$ cat src/rtl/axi4_lite_wr_queue_if.sv
// Producer, flush and AXI4-Lite write-master signals of axi4_lite_wr_queue.
// wr_count is present only when AXI4_LITE_WR_QUEUE_STATS_EN is defined.
interface axi4_lite_wr_queue_if #(
   parameter int DEPTH = 4,
   parameter int AW    = 32,
   parameter int DW    = 32
);
   localparam int LW = $clog2(DEPTH) + 1;

   logic [AW-1:0] in_addr;
   logic [DW-1:0] in_data;
   logic          in_valid;
   logic          in_ready;
   logic          flush;
   logic [AW-1:0] wr_addr;
   logic [DW-1:0] wr_data;
   logic          wr_valid;
   logic          wr_ready;
   logic [LW-1:0] level;
   logic          busy;
`ifdef AXI4_LITE_WR_QUEUE_STATS_EN
   logic [15:0]   wr_count;

   modport master (
      input  in_addr, in_data, in_valid, flush, wr_ready,
      output in_ready, wr_addr, wr_data, wr_valid, level, busy,
      output wr_count
   );

   modport slave (
      output in_addr, in_data, in_valid, flush, wr_ready,
      input  in_ready, wr_addr, wr_data, wr_valid, level, busy,
      input  wr_count
   );
`else
   modport master (
      input  in_addr, in_data, in_valid, flush, wr_ready,
      output in_ready, wr_addr, wr_data, wr_valid, level, busy
   );

   modport slave (
      output in_addr, in_data, in_valid, flush, wr_ready,
      input  in_ready, wr_addr, wr_data, wr_valid, level, busy
   );
`endif
endinterface

$ cat src/rtl/axi4_lite_wr_queue.sv
// Circular write queue feeding an AXI4-Lite write master, one write in flight.
// Define AXI4_LITE_WR_QUEUE_STATS_EN to add the saturating wr_count output.
module axi4_lite_wr_queue #(
   parameter int DEPTH = 4,
   parameter int AW    = 32,
   parameter int DW    = 32
) (
   input  logic                 clk,
   input  logic                 rst,
   axi4_lite_wr_queue_if.master bus
);
   localparam int IW = $clog2(DEPTH);
   localparam int LW = IW + 1;
   localparam logic [IW:0]   PONE = 1;
   localparam logic [IW-1:0] IONE = 1;
   localparam logic [LW-1:0] LONE = 1;

   typedef enum logic {IDLE, ISSUE} state_e;

   state_e        state_q, state_d;
   logic [IW:0]   wr_ptr_q, wr_ptr_d;
   logic [IW:0]   rd_ptr_q, rd_ptr_d;
   logic [AW-1:0] addr_q, addr_d;
   logic [DW-1:0] data_q, data_d;
   logic [AW-1:0] addr_mem_q [DEPTH];
   logic [DW-1:0] data_mem_q [DEPTH];

   logic          full, empty, push, pop;
   logic [IW-1:0] wr_idx, rd_idx, nx_idx;
   logic [LW-1:0] level;

   assign wr_idx = wr_ptr_q[IW-1:0];
   assign rd_idx = rd_ptr_q[IW-1:0];
   assign nx_idx = rd_idx + IONE;
   assign level  = wr_ptr_q - rd_ptr_q;
   assign empty  = (wr_ptr_q == rd_ptr_q);
   assign full   = (wr_ptr_q[IW] != rd_ptr_q[IW]) &&
                   (wr_idx == rd_idx);

   assign bus.in_ready = !full && !bus.flush;
   assign push = bus.in_valid && bus.in_ready;
   assign pop  = (state_q == ISSUE) && bus.wr_ready;

   always_comb begin
      state_d  = state_q;
      wr_ptr_d = wr_ptr_q;
      rd_ptr_d = rd_ptr_q;
      addr_d   = addr_q;
      data_d   = data_q;
      if (push) wr_ptr_d = wr_ptr_q + PONE;
      if (pop)  rd_ptr_d = rd_ptr_q + PONE;
      // Flush keeps the in-flight head unless it retires this cycle.
      if (bus.flush) begin
         if (state_q == ISSUE && !pop) wr_ptr_d = rd_ptr_q + PONE;
         else                          wr_ptr_d = rd_ptr_d;
      end
      unique case (state_q)
         IDLE: begin
            if (!empty && !bus.flush) begin
               state_d = ISSUE;
               addr_d  = addr_mem_q[rd_idx];
               data_d  = data_mem_q[rd_idx];
            end
         end
         ISSUE: begin
            if (pop) begin
               if (bus.flush || wr_ptr_d == rd_ptr_d) begin
                  state_d = IDLE;
               end else if (level == LONE) begin
                  addr_d = bus.in_addr;
                  data_d = bus.in_data;
               end else begin
                  addr_d = addr_mem_q[nx_idx];
                  data_d = data_mem_q[nx_idx];
               end
            end
         end
      endcase
   end

   always_ff @(posedge clk) begin
      if (rst) begin
         state_q  <= IDLE;
         wr_ptr_q <= '0;
         rd_ptr_q <= '0;
         addr_q   <= '0;
         data_q   <= '0;
      end else begin
         state_q  <= state_d;
         wr_ptr_q <= wr_ptr_d;
         rd_ptr_q <= rd_ptr_d;
         addr_q   <= addr_d;
         data_q   <= data_d;
      end
   end

   always_ff @(posedge clk) begin
      if (push) begin
         addr_mem_q[wr_idx] <= bus.in_addr;
         data_mem_q[wr_idx] <= bus.in_data;
      end
   end

   assign bus.wr_valid = (state_q == ISSUE);
   assign bus.busy     = (state_q == ISSUE);
   assign bus.wr_addr  = addr_q;
   assign bus.wr_data  = data_q;
   assign bus.level    = level;

`ifdef AXI4_LITE_WR_QUEUE_STATS_EN
   logic [15:0] cnt_q, cnt_d;

   always_comb begin
      cnt_d = cnt_q;
      if (pop && cnt_q != 16'hFFFF) cnt_d = cnt_q + 16'd1;
   end

   always_ff @(posedge clk) begin
      if (rst) cnt_q <= '0;
      else     cnt_q <= cnt_d;
   end

   assign bus.wr_count = cnt_q;
`endif
endmodule

$ cat src/flat_wrapper.sv
// flat-port wrapper written by rule: the top's interface ports become plain ports
module axi4_lite_wr_queue_flat 
#(
   parameter int DEPTH = 4,
   parameter int AW    = 32,
   parameter int DW    = 32
)
  (clk, rst, bus_in_addr, bus_in_data, bus_in_valid, bus_flush, bus_wr_ready, bus_in_ready, bus_wr_addr, bus_wr_data, bus_wr_valid, bus_level, bus_busy);
  axi4_lite_wr_queue_if #(.DEPTH(DEPTH), .AW(AW), .DW(DW)) bus_i ();
  input  logic clk;
  input  logic rst;
  input wire logic [$bits(bus_i.in_addr)-1:0] bus_in_addr;
  input wire logic [$bits(bus_i.in_data)-1:0] bus_in_data;
  input wire logic [$bits(bus_i.in_valid)-1:0] bus_in_valid;
  input wire logic [$bits(bus_i.flush)-1:0] bus_flush;
  input wire logic [$bits(bus_i.wr_ready)-1:0] bus_wr_ready;
  output wire logic [$bits(bus_i.in_ready)-1:0] bus_in_ready;
  output wire logic [$bits(bus_i.wr_addr)-1:0] bus_wr_addr;
  output wire logic [$bits(bus_i.wr_data)-1:0] bus_wr_data;
  output wire logic [$bits(bus_i.wr_valid)-1:0] bus_wr_valid;
  output wire logic [$bits(bus_i.level)-1:0] bus_level;
  output wire logic [$bits(bus_i.busy)-1:0] bus_busy;
  assign bus_i.in_addr = bus_in_addr;
  assign bus_i.in_data = bus_in_data;
  assign bus_i.in_valid = bus_in_valid;
  assign bus_i.flush = bus_flush;
  assign bus_i.wr_ready = bus_wr_ready;
  assign bus_in_ready = bus_i.in_ready;
  assign bus_wr_addr = bus_i.wr_addr;
  assign bus_wr_data = bus_i.wr_data;
  assign bus_wr_valid = bus_i.wr_valid;
  assign bus_level = bus_i.level;
  assign bus_busy = bus_i.busy;
  axi4_lite_wr_queue #(.DEPTH(DEPTH), .AW(AW), .DW(DW)) u_core (.clk(clk), .rst(rst), .bus(bus_i));
endmodule
$ cat config.mk
export PLATFORM = sky130hd
export DESIGN_NAME = axi4_lite_wr_queue_flat
export DESIGN_NICKNAME = d
export VERILOG_FILES = /design/src/rtl/axi4_lite_wr_queue_if.sv /design/src/rtl/axi4_lite_wr_queue.sv /design/src/flat_wrapper.sv
export SDC_FILE = /design/constraint.sdc
export NUM_CORES = 1
export LEC_CHECK = 0
export BUFFER_PORTS_ARGS = -buffer_cell sky130_fd_sc_hd__buf_4
export CORE_ASPECT_RATIO = 1.4
export CORE_MARGIN = 1.5
export CORE_UTILIZATION = 50
export DETAILED_ROUTE_END_ITERATION = 6
export HOLD_SLACK_MARGIN = 0.1
export PLACE_DENSITY_LB_ADDON = 0.3
export SKIP_LAST_GASP = 1
export SLEW_MARGIN = 20
export SYNTH_ARGS = -nofsm -noshare
export SYNTH_HDL_FRONTEND = slang
export SYNTH_SLANG_ARGS = --single-unit
export TNS_END_PERCENT = 30
$ cat constraint.sdc
create_clock -name clk -period 7.4 [get_ports clk]
set_clock_uncertainty 0.15 [all_clocks]
set_input_delay 1.48 -clock clk [delete_from_list [all_inputs] [get_ports clk]]
set_output_delay 1.48 -clock clk [all_outputs]
set_load 0.05 [all_outputs]
==> flow_summary.yaml, run 1 <==
power_and_ir_drop:
  power_leakage_nw: 6.39
  power_density_mw_per_mm2: 278
  vdd_drop_max_mv: 0.172
sta:
  tightestPinTransition_ns: 1.09
  finalHoldViolations: 0
  maxSlewHeadroom_pct: 27.1
  fin_crit_ns: 4.37
  rsz0062_at_grt: "no"
  setup_viol_count_final: 0
  setup_tns_ns: 0
  fmax_ghz: 0.229
  finalCritPeriodShare_pct: 59.1
  final-max-slew-violation-count: 0
clock_network:
  clock_sinks: 327
  cts_buffer_depth: 3
  cts_made_buffers: 30
  clock_latency_ns: 0.57
  cts-root-buf: "clkbuf_16"
  cts_setup_buffers: 0
  cts.repair.resized: 0
  hold_buffers: 0
  h-tree-depth: 1
  clk_pin_slew_worst_paths_ns: 0.07
  cts_tree: "built"
synthesis:
  ys_ff_latch: 327
  synthFlopType: "edfxtp_1"
  synth_warnings: 0
  synth_area_mm2: 0.0155
  synth_nets: 1081
  async_flop_share_pct: 0
  syn_inst: 1004
  synthDistinctLibCells: 39
  synth-edff-count: 256
  synth_seq_area_share_pct: 58.8
  syn_avg_cell_area_um2: 15.4
place:
  place.gp.congestion: 0.770
  dpl.hpwl_um: 19600
  place_inst: 1453
  place_area_mm2: 0.0168
  port_buffers: 138
route:
  ant_nets: 0
  wl_per_cell_um: 23.1
  drc: 0
  dr_total_vias: 9583
  drtIter0Drc: 595
  routed_wl_um: 34900
  firstDrtPassIters: 5
  routed_via_density: 6.34
die:
  dieWidth_um: 152
  fp.dieH_um: 211
  fp-row-count: 76
  core_mm2: 0.0306
  initial_core_util_pct: 50.6
  dieArea_mm2: 0.0320
  ioPinCount: 139
critical_path:
  cp.required_ns: 5.77
  cp-start-kind: "flop"
  critPathMaxStageDelay_ns: 0.84
  crit_family: "flip-flops"
  worstPathCellList: "ha_1 -> and2_1 -> a21oi_1 -> buf_4"
  crit_arrival_ns: 2.74
  slowest_stage: "dfxtp_4"
  cp_max_fo: 46
  endpoint_kind: "output port"
  path_buf_inv: 1
  critPathKind: "reg -> out"
run:
  cap_violations: 0
global_routing:
  grt_max_degree: 74
  grt_pass1_vias: 9875
  grt.total_usage_pct: 22.1
  grt_overflow: 0
  grt_pass1_wl_um: 53800
  antenna_found_initial: 2
finish:
  nFillCells: 2340
  finalInstanceArea_mm2: 0.0179
  syn2layout_area_growth_pct: 15.3
  drive_above_1_share_pct: 30.7
  instances_no_fill: 1511
  nets: 1173
run_status:
  outcome: "complete, no violations"
hold_path:
  hold_path_class: "reg -> reg"
-- cell families (layout without fill, tap and decap cells) --
group,Yosys count,after routing,synth area share (%)
xor+xnor,9,9,0.558
flops,327,327,58.8
fa+ha+maj,8,8,0.695
buf+inv,99,215,2.88
mux,194,194,22.9
other cells,0,1,0
simple gates,159,159,4.11
compound gates,208,208,10.0
-- stage by stage --
step | utilization (%) | worst slack (ns) | hold slack (ns) | power (mW)
detailed placement | 54.7 | 3.07 | 0.353 | 3.33
finish | 58.3 | 3.03 | 0.367 | 4.96
CTS | 58.2 | 3.00 | 0.369 | 4.99
global placement | 54.7 | 3.11 | 0.346 | 3.31
global route | 58.3 | 2.84 | 0.399 | 5.13
floorplan | - | 2.59 | 0.464 | 3.01
-- cells in the final DEF (no fill, tap or decap), drive strengths merged, types with 2 or more instances in the layout --
cell,count
edfxtp,256
buf,150
mux4,128
nor2,72
nand2,71
dfxtp,71
o21ai,66
mux2i,65
a22oi,64
a221o,64
clkbuf,36
inv,9
clkinv,9
ha,7
xor2,6
bufinv,6
clkinvlp,5
and3,4
a21oi,3
nor3,3
xnor2,3
a211oi,3
and2,2
nand3,2
a2111oi,2
or3,2
-- worst paths after layout --
path                            cells past startpoint  slack, ns                   start                      to
worst max register to register                      8       3.19      u_core.rd_ptr_q[0]  u_core.bus.wr_addr[21]
worst min register to register                      1       0.37  u_core.bus.wr_data[17]  u_core.bus.wr_data[17]
worst max-delay path                                4       3.03      u_core.rd_ptr_q[0]            bus_in_ready
worst min-delay path                                1       0.37  u_core.bus.wr_data[17]  u_core.bus.wr_data[17]
-- state kept, by name (all words and copies together), names as in the netlist --
register            cells
u_core.addr_mem_q     128
u_core.bus.busy         1
u_core.data_mem_q     128
u_core.bus.wr_data     32
u_core.bus.wr_addr     32
u_core.wr_ptr_q         3
u_core.rd_ptr_q         3
-- cell usage after synthesis (2+ instances only) --
master / instances / share of area (%)
a221o_1: 64 / 4.1
or3_1: 2 / 0.081
buf_2: 14 / 0.45
clkbuf_1: 51 / 1.2
a22oi_1: 64 / 3.1
nand3_1: 2 / 0.065
a211oi_1: 3 / 0.15
dfxtp_1: 71 / 9.2
buf_1: 17 / 0.41
a21oi_1: 3 / 0.097
edfxtp_1: 256 / 50
and3_1: 4 / 0.16
nor2_1: 72 / 1.7
nor3_1: 3 / 0.097
inv_1: 9 / 0.22
mux4_2: 128 / 19
xor2_1: 6 / 0.34
nand2_1: 71 / 1.7
buf_6: 7 / 0.51
ha_1: 7 / 0.57
o21ai_0: 65 / 2.1
and2_1: 2 / 0.081
a2111oi_0: 2 / 0.11
xnor2_1: 2 / 0.11
mux2i_1: 65 / 4.2
-- routing by layer --
layer | track usage, % | vias to the layer above | part of all wire, %
met3 | 3.17 | 74 | 6.0
li1 | - | 4291 | -
met5 | 0 | - | 0.049
met2 | 40.1 | 324 | 54
met4 | 9.35 | 2 | 2.8
met1 | 25.8 | 4892 | 37
-- layout make-up --
cell class	instances	area, um2	area share, %
Sequential cell	327	9120	51.1
Clock inverter	20	274	1.53
Tap cell	390	488	2.73
Antenna cell	1	2.50	0.0140
Timing Repair Buffer	150	1140	6.38
Inverter	9	36.3	0.203
Multi-Input combinational cell	578	6000	33.6
Clock buffer	36	805	4.51
-- power breakdown --
part           internal [mW]  leakage (nW)  switching [mW]
logic                  0.417          2.96           0.664
registers               2.10          2.91           0.112
clock network          0.989         0.515           0.675
Note: power is estimated with default switching activity, not from simulation.
==> inputs of run 2 (changes only) <==
ABC_AREA = 1   (was not set)
clock period = 3.85 ns   (was 7.4 ns; I/O delays follow)
==> run 2 against run 1 <==
Against the previous run:
- sequential share of layout area is 0.12 points lower
- routed wire length up 23%
- largest cell class unchanged
- count of clock-buffer cells in the layout down 1
- first-iteration DRC count up 140%
- critical endpoint is now bus_level[1]
- synthesized cell count rose by 72%
- critical path depth up 2
- via count up 39%
- clock power up 75%
==> flow_summary.yaml, run 2 <==
sta:
  setup_viol_count_final: 0
  tightestPinTransition_ns: 1.09
  final-max-slew-violation-count: 0
  fin_crit_ns: 3.44
  maxSlewHeadroom_pct: 27.4
  finalHoldViolations: 0
  rsz0062_at_grt: "no"
  whs_ns: 0.260
  fmax_ghz: 0.290
  finalCritPeriodShare_pct: 89.4
clock_network:
  cts-root-buf: "clkbuf_16"
  clk_pin_slew_worst_paths_ns: 0.07
  hold_buffers: 0
  clock_sinks: 327
  cts_made_buffers: 31
  cts_tree: "built"
  cts_buffer_depth: 3
  h-tree-depth: 1
  cts.repair.resized: 0
  cts_setup_buffers: 0
  clock_latency_ns: 0.57
power_and_ir_drop:
  p_int_mw: 6.52
  power_density_mw_per_mm2: 563
  clockPowerShare_pct: 28.7
  power_leakage_nw: 6.64
  netSwitchingFraction_pct: 35.3
  comb_power_share_pct: 29.6
  p_sw_mw: 3.56
  seq_power_share_pct: 41.7
  vdd_drop_max_mv: 0.388
route:
  firstDrtPassIters: 5
  dr_total_vias: 13300
  ant_nets: 0
  wl_per_cell_um: 19.5
  routed_wl_um: 42900
  drc: 0
  drtIter0Drc: 1437
  routed_via_density: 6.04
die:
  core_mm2: 0.0308
  initial_core_util_pct: 50.9
  dieWidth_um: 153
  dieArea_mm2: 0.0325
  fp.dieH_um: 213
  ioPinCount: 139
  fp-row-count: 76
finish:
  reg.largest.list: "u_core.addr_mem_q: 128 flops, u_core.data_mem_q: 128 flops"
  instances_no_fill: 2200
  final_common_cell: "nor2_1"
  syn2layout_area_growth_pct: 14.1
  nets: 1862
  layout_common_cells: "nor2_1, o21ai_0, edfxtp_1, nand2_1, buf_4"
  multi_input_area_mm2: 0.00579
  seqCellArea_mm2: 0.00911
  drive_above_1_share_pct: 13.0
  nFillCells: 2697
  finalInstanceArea_mm2: 0.0179
critical_path:
  endpoint_kind: "output port"
  crit_arrival_ns: 2.52
  cp-start-kind: "flop"
  cp.required_ns: 2.93
  critPathKind: "reg -> out"
  cp_max_fo: 24
global_routing:
  grt.total_usage_pct: 25.8
  antenna_found_initial: 2
  grt_overflow: 0
  grt_pass1_wl_um: 66800
  grt_max_degree: 241
  grt_pass1_vias: 12900
place:
  place.gp.congestion: 0.802
  port_buffers: 138
  place_inst: 2142
  dpl.hpwl_um: 23100
  place_area_mm2: 0.0170
synthesis:
  synth_warnings: 0
  synth_common_cells: "nor2_1, o21ai_0, edfxtp_1, nand2_1, a21oi_1"
  synth_top_area_share_pct: 49.0
  synth_seq_area_share_pct: 58.1
  synth_nets: 1807
  synth-edff-count: 256
  synth_most_common_cell: "nor2_1"
  syn_avg_cell_area_um2: 9.07
  synthDistinctLibCells: 32
  yosysTopAreaCell: "edfxtp_1"
  synth_area_leaders: "edfxtp_1, o21ai_0, dfxtp_1"
  syn_inst: 1730
  synthFlopType: "edfxtp_1"
  synth_area_mm2: 0.0157
  ys_ff_latch: 327
  async_flop_share_pct: 0
hold_path:
  hold_path_class: "in -> reg"
run_status:
  outcome: "complete, no violations"
run:
  cap_violations: 0
[run 2: worst paths after layout]
check	from	cells past startpoint	slack (ns)	endpoint
setup / recovery	u_core.wr_ptr_q[0]	6	0.41	bus_level[1]
hold / removal	bus_in_data[11]	1	0.26	u_core.data_mem_q[1][11]
setup reg to reg	u_core.wr_ptr_q[0]	19	0.52	u_core.bus.wr_data[26]
hold reg to reg	u_core.bus.wr_data[20]	2	0.33	u_core.bus.wr_data[20]
[run 2: layout make-up]
cell class                 count  share of cell area [%]
timing repair buffer         168                    7.54
multi-input combinational   1204                    32.4
clock inverter                21                   0.839
tap                          390                    2.73
antenna                        2                  0.0280
inverter                      53                    1.15
clock buffer                  35                    4.42
sequential                   327                    50.9
[run 2: critical path, stage by stage, from the launching register on]
cell	delay (ns)
dfxtp_1	0.39
inv_1	0.12
ha_1	0.21
fa_2	0.60
buf_4	0.36
inv_1	0.07
buf_4	0.20
[run 2: power groups by stage]
stage	registers, mW	logic (mW)	clock network, mW
2_1_floorplan	4.75	1.57	0
3_3_place_gp	4.27	2.90	0
3_5_place_dp	4.27	2.95	0
4_1_cts	4.20	2.96	2.93
5_1_grt	4.23	3.23	3.06
6_report	4.20	2.99	2.90
[run 2: routing by layer]
| layer | routed length, um | share of wire, % | global-route usage (%) |
|---|---|---|---|
| met1 | 16800 | 39 | 32.5 |
| met2 | 21100 | 49 | 43.9 |
| met3 | 3890 | 9.1 | 3.65 |
| met4 | 1110 | 2.6 | 11.8 |
| met5 | 0 | 0 | 0 |
[run 2: logic make-up (layout without fill, tap and decap cells)]
kind of cell / after synthesis / after routing / share of synthesized area [%]
simple gates: 626 / 626 / 16.4
buf+inv: 199 / 277 / 5.28
flops: 327 / 327 / 58.1
fa+ha+maj: 8 / 8 / 0.686
other cells: 0 / 2 / 0
compound gates: 566 / 566 / 19.2
xor+xnor: 4 / 4 / 0.343
[run 2: through the flow]
stage	util, %	power, mW	TNS [ns]	setup WS [ns]
6_report	58.1	10.1	0	0.407
5_1_grt	58.1	10.5	0	0.232
4_1_cts	58.1	10.1	0	0.392
3_5_place_dp	55.0	7.22	0	0.541
3_3_place_gp	55.0	7.17	0	0.584
2_1_floorplan	-	6.31	-13.14	-0.0513
